[config.mk]
export PLATFORM = sky130hd
export DESIGN_NAME = interval_decode
export DESIGN_NICKNAME = d
export VERILOG_FILES = /design/src/rtl/interval_decode.sv
export SDC_FILE = /design/constraint.sdc
export NUM_CORES = 1
export LEC_CHECK = 0
export ABC_AREA = 1
export CORE_MARGIN = 2
export CORE_UTILIZATION = 45
export DETAILED_ROUTE_END_ITERATION = 8
export DONT_BUFFER_PORTS = 1
export PLACE_DENSITY = 0.6
export SYNTH_ARGS = -nofsm -noshare
export SYNTH_HDL_FRONTEND = slang
export SYNTH_SLANG_ARGS = --single-unit
[constraint.sdc]
create_clock -name clk_i -period 4.9 [get_ports clk_i]
set_input_delay 0.98 -clock clk_i [delete_from_list [all_inputs] [get_ports clk_i]]
set_output_delay 0.98 -clock clk_i [all_outputs]
set_load 0.05 [all_outputs]
[src/rtl/interval_decode.sv]
// interval_decode: maps a one-hot interval code back to its bin centroid.
// The centroids live in a small programmable table that the configuration
// port writes. Lookups flow through a two-stage valid/ready pipeline:
//   stage A: captures the bin index and a not-one-hot error flag
//   stage B: reads the table and presents the value to the consumer
// A code that is not one-hot decodes to zero with err_o set. err_cnt_o
// counts delivered errored codes and saturates at its maximum.
module interval_decode #(
  // FP format encoding: 0=FP32, 1=FP64, 2=FP16, 3=FP8, 4=FP16ALT
  parameter int FpFormat = 3,
  parameter int NUM      = 8,
  parameter int CNTW     = 8,
  localparam int WIDTH   = (FpFormat == 0) ? 32 :
                           (FpFormat == 1) ? 64 :
                           (FpFormat == 2) ? 16 :
                           (FpFormat == 3) ? 8  : 16,
  localparam int IDXW    = (NUM > 1) ? $clog2(NUM) : 1
) (
  input  logic             clk_i,
  input  logic             rst_i,
  input  logic             cfg_we_i,
  input  logic [IDXW-1:0]  cfg_addr_i,
  input  logic [WIDTH-1:0] cfg_data_i,
  input  logic             in_valid_i,
  output logic             in_ready_o,
  input  logic [NUM-1:0]   interval_i,
  output logic             out_valid_o,
  input  logic             out_ready_i,
  output logic [WIDTH-1:0] value_o,
  output logic             err_o,
  output logic [CNTW-1:0]  err_cnt_o
);

  // Handshake rule for both ports: a transfer happens on a rising edge where
  // valid and ready are both high. A producer holding valid keeps its data
  // stable until that transfer. Ready is derived only from the stage valids
  // downstream and out_ready_i, never from in_valid_i, so there is no
  // combinational valid->ready path.

  localparam int AW1 = IDXW + 1;

  logic [WIDTH-1:0] tbl [NUM];

  logic             a_valid;
  logic [IDXW-1:0]  a_idx;
  logic             a_err;
  logic             b_valid;
  logic [WIDTH-1:0] b_value;
  logic             b_err;
  logic [CNTW-1:0]  err_cnt;

  logic             a_ready;
  logic             b_ready;
  logic [IDXW-1:0]  a_idx_c;
  logic             a_err_c;
  logic             cfg_hit;

  assign b_ready = !b_valid || out_ready_i;
  assign a_ready = !a_valid || b_ready;

  // Bin index of the set bit; a malformed code is flagged and forced to bin 0.
  always_comb begin
    a_idx_c = '0;
    for (int i = 0; i < NUM; i++) begin
      if (interval_i[i]) a_idx_c = IDXW'(i);
    end
    a_err_c = !$onehot(interval_i);
    if (a_err_c) a_idx_c = '0;
  end

  // Addresses beyond the last bin are dropped rather than aliased.
  assign cfg_hit = cfg_we_i && ({1'b0, cfg_addr_i} < AW1'(NUM));

  // Centroid table; a same-edge write and lookup returns the old entry because
  // stage B samples the table before this update lands.
  always_ff @(posedge clk_i) begin
    if (rst_i) begin
      for (int i = 0; i < NUM; i++) tbl[i] <= '0;
    end else if (cfg_hit) begin
      tbl[cfg_addr_i] <= cfg_data_i;
    end
  end

  // Pipeline stages A and B; a stalled stage keeps its contents.
  always_ff @(posedge clk_i) begin
    if (rst_i) begin
      a_valid <= 1'b0;
      a_idx   <= '0;
      a_err   <= 1'b0;
      b_valid <= 1'b0;
      b_value <= '0;
      b_err   <= 1'b0;
    end else begin
      if (a_ready) begin
        a_valid <= in_valid_i;
        if (in_valid_i) begin
          a_idx <= a_idx_c;
          a_err <= a_err_c;
        end
      end
      if (b_ready) begin
        b_valid <= a_valid;
        if (a_valid) begin
          b_value <= a_err ? '0 : tbl[a_idx];
          b_err   <= a_err;
        end
      end
    end
  end

  // Saturating count of errored codes actually handed to the consumer.
  always_ff @(posedge clk_i) begin
    if (rst_i) begin
      err_cnt <= '0;
    end else if (b_valid && out_ready_i && b_err && (err_cnt != '1)) begin
      err_cnt <= err_cnt + CNTW'(1);
    end
  end

  assign in_ready_o  = a_ready;
  assign out_valid_o = b_valid;
  assign value_o     = b_value;
  assign err_o       = b_err;
  assign err_cnt_o   = err_cnt;

endmodule

* Word-level counts from Yosys, hierarchy flattened
Memory sizes are Yosys's and may differ from the RTL's. A register that Yosys moved wholly into a read port is not among the register bits. Cells that the tools add are included.
Storage, ports and cells: register bits 23, bits in writable memories 64, output and inout port bits 19, logic and storage cells 48, memories 1
Memory list:
- tbl | depth 8, bits a word 8, rd ports 1, clocked after memory_dff 1, write ports 8, line 42 | logic [WIDTH-1:0] tbl [NUM];
Operators by class: add/subtract/negate cells 8, equal/unequal tests 2, muxes and demuxes 19, reduce and logical (&&, ||, !) cells 11
Operator list (count):
- two-way mux 3 bit | 9
- two-way mux 8 bit | 2
- adder 1 x 1 -> 2 bit | 4
- adder 8 x 1 -> 8 bit (second input constant) | 1
- != test 8 bit (second input constant) | 1
- OR reduction 8 bit | 1
- two-way mux 1 bit | 7
- adder 2 x 2 -> 3 bit | 2
- adder 3 x 3 -> 4 bit | 1
- == test 4 x 1 -> 1 bit (second input constant) | 1
- AND reduction 2 bit | 2
- logical AND 1 bit | 3
- zero test 1 bit | 3
- logical OR 1 bit | 2
- two-way mux 2 bit | 1

* Depth between registers and ports, before layout
word-level depth 10, mapped depth 14

* Worst setup path before layout
No wires, ideal clock.
path kind input to register, start input port interval_i[0], end register with a tool-made name, data arrival time 3709 ps, setup slack 1113 ps, cell stages on the path 14, cells stage by stage inv_1 > fa_1 > fa_1 > fa_1 > inv_1 > ha_1 > inv_1 > fa_1 > nand2_1 > a21oi_1 > nand3_1 > nor2_1 > nand2_1 > a21oi_1
RTL lines:
- start: declaration | line 26 | input logic [NUM-1:0] interval_i,

==> flow_metrics.py <==
metrics = {
    "layout": {
        "syn_to_final_growth_pct": 6.181,
        "diodes": 0,
        "nets": 527,
        "layout-drive-gt1-share": 0.08200,
        "design_area_um2": 4599,
        "instances_no_fill": 629,
        "fin_util": 0.4954,
    },
    "global_routing": {
        "grt_first_pass_wirelength_um": 15010,
        "antenna_found_initial": 0,
        "grt-ovfl-total": 0,
        "grt_pass1_vias": 2949,
        "track_usage": 0.1928,
        "grt_max_degree": 33,
    },
    "yosys": {
        "synth_warnings": 0,
        "synthCells": 498,
        "async_flop_share": 0,
        "synth_top_area_cell": "edfxtp_1",
        "netlist_top_cells_count": "164 x nand2_1, 71 x nor2_1, 64 x edfxtp_1",
        "seq_area_frac_synth": 0.5638,
        "yosysMostFrequentCell": "nand2_1",
        "synth.distinct_cells": 28,
        "synth-edff-count": 64,
        "syn-cell-area_um2": 4332,
        "ys_ff_latch": 90,
        "synth_area_leaders": "edfxtp_1 44%, nand2_1 14%, dfxtp_1 12%",
        "synth.top_cell.area_share": 0.4437,
        "syn_avg_cell_area_um2": 8.698,
        "synth_flop_cell": "edfxtp_1",
        "syn_nets": 530,
    },
    "timing": {
        "finalSetupTns_ns": 0,
        "relSlewSlack": 0.4871,
        "tightest_slew_ns": 0.7683,
        "finClkSkew_ns": 0.01488,
        "fin_crit_ns": 3.593,
        "hold_viol_final": 0,
        "period_share": 0.7333,
        "fmax_mhz": 278.3,
        "rsz0062_at_grt": "no",
        "finalSetupViolCount": 0,
        "hold-worst-slack_ns": 0.4687,
        "final_max_slew_viol_count": 0,
        "fin_ws_ns": 1.307,
    },
    "floorplanning": {
        "fp.dieH_um": 102.1,
        "row_count": 35,
        "coreArea_um2": 9284,
        "die_area_um2": 10430,
        "die_w_um": 102.1,
        "initial_utilization": 0.4666,
        "ios": 43,
    },
    "min_path": {
        "hold_class": "reg -> reg",
    },
    "worst_setup_path": {
        "cp_max_fo": 4,
        "crit_required_ns": 5.19,
        "worst_setup_path_end_kind": "register",
        "critPathLaunchType": "input pin",
        "path_class": "in -> reg",
        "cp.arrival_ns": 3.88,
    },
    "drt": {
        "drt_iter0_markers": 150,
        "drc": 0,
        "route.antenna.remaining_nets": 0,
        "vias": 3100,
        "drt-wirelength-per-cell_um": 14.93,
        "routed_via_density": 4.928,
        "wl_um": 9394,
        "drtPass1Iterations": 5,
    },
    "clocking": {
        "clock_path_buffers": 2,
        "root_buffer": "clkbuf_8",
        "cts_tree": "done",
        "cts_resized": 0,
        "holdBufCountCts": 0,
        "clk_latency_ns": 0.36,
        "cts.clk_slew.worst_paths_ns": 0.10,
        "cts_buffers": 9,
        "post_cts_buffers": 0,
        "clkSinkCount": 90,
        "htree_num_levels": 3,
    },
    "place": {
        "placed_cells": 613,
        "hpwlAfterDp_um": 6300,
        "port_buffers": 0,
        "preCtsSetupSlack_ns": 0.9053,
        "placed_area_um2": 4384,
        "place.gp.congestion": 0.7520,
    },
    "power": {
        "p_leak_nw": 1.936,
        "worst_ir_drop_vdd_mv": 0.1342,
        "design_power_total_mw": 1.632,
        "p_per_area_nw_per_um2": 354.8,
    },
    "run": {
        "drv_cap": 0,
    },
    "status": {
        "status": "completed",
    },
}
critical path, cell delays in order:
cell and delay [ns]:
inv_1 0.03, fa_1 0.55, fa_1 0.43, fa_1 0.44, inv_1 0.07, ha_1 0.15
inv_1 0.05, fa_1 0.48, nand2_1 0.05, a21oi_1 0.11, nand3_1 0.07, nor2_1 0.22
nand2_1 0.08, a21oi_1 0.16
cell families (layout without fill, tap and decap cells):
group	after synthesis	after routing	synth area share
adder cells (fa/ha/maj)	8	8	0.03004
buffers and inverters	73	75	0.07770
AO/OA/AOI/OAI	28	28	0.04015
flip-flops	90	90	0.5638
XOR/XNOR	1	1	0.002022
AND/OR/NAND/NOR	298	298	0.2863
metal layers:
layer	vias to the layer above	track usage	wire length [µm]
met5	-	0	0
met4	0	0.06359	175
met3	16	0.03625	482
met2	88	0.3026	4334
met1	1417	0.2719	4402
li1	1579	-	-
final timing paths:
kind / from / endpoint / slack (ns) / cells past startpoint
worst max-delay path: interval_i[0] / register / 1.31 / 14
worst min register to register: a_idx[2] / register / 0.47 / 2
worst max register to register: out_valid_o / a_idx[2] / 2.87 / 4
worst min-delay path: a_idx[2] / register / 0.47 / 2
flip-flops by register name, indices dropped and copies added (netlist names), named ones only:
register and flops:
a_err 1, a_idx 3, a_valid 1, err_cnt_o 8
err_o 1, out_valid_o 1, tbl 64, value_o 8
area by class of cell:
type	count	area, µm²
Timing Repair Buffer	1	7.507
Clock inverter	4	37.54
Clock buffer	12	177.7
Fill cell	938	4684
Sequential cell	90	2442
Tap cell	129	161.4
Inverter	58	220.2
Multi-Input combinational cell	335	1553
placed cells by master, fill, tap and decap left out, types with 2 or more instances in the layout:
master,instances
inv_2,2
clkbuf_16,2
ha_1,4
nand4_1,2
nor2_1,71
nand3_1,41
clkinv_4,2
a21oi_2,5
nor3_1,4
nand2_2,11
nor2_4,4
fa_1,4
clkbuf_8,9
edfxtp_1,64
nand2_1,164
a21oi_1,18
inv_1,55
dfxtp_1,26
where the power goes:
| part | total (mW) | internal [mW] | switching (mW) | leakage [nW] |
|---|---|---|---|---|
| Clock | 0.531 | 0.254 | 0.277 | 0.109 |
| Combinational | 0.190 | 0.0593 | 0.131 | 1.00 |
| Sequential | 0.911 | 0.860 | 0.0507 | 0.825 |
(Power assumes the default switching activity.)
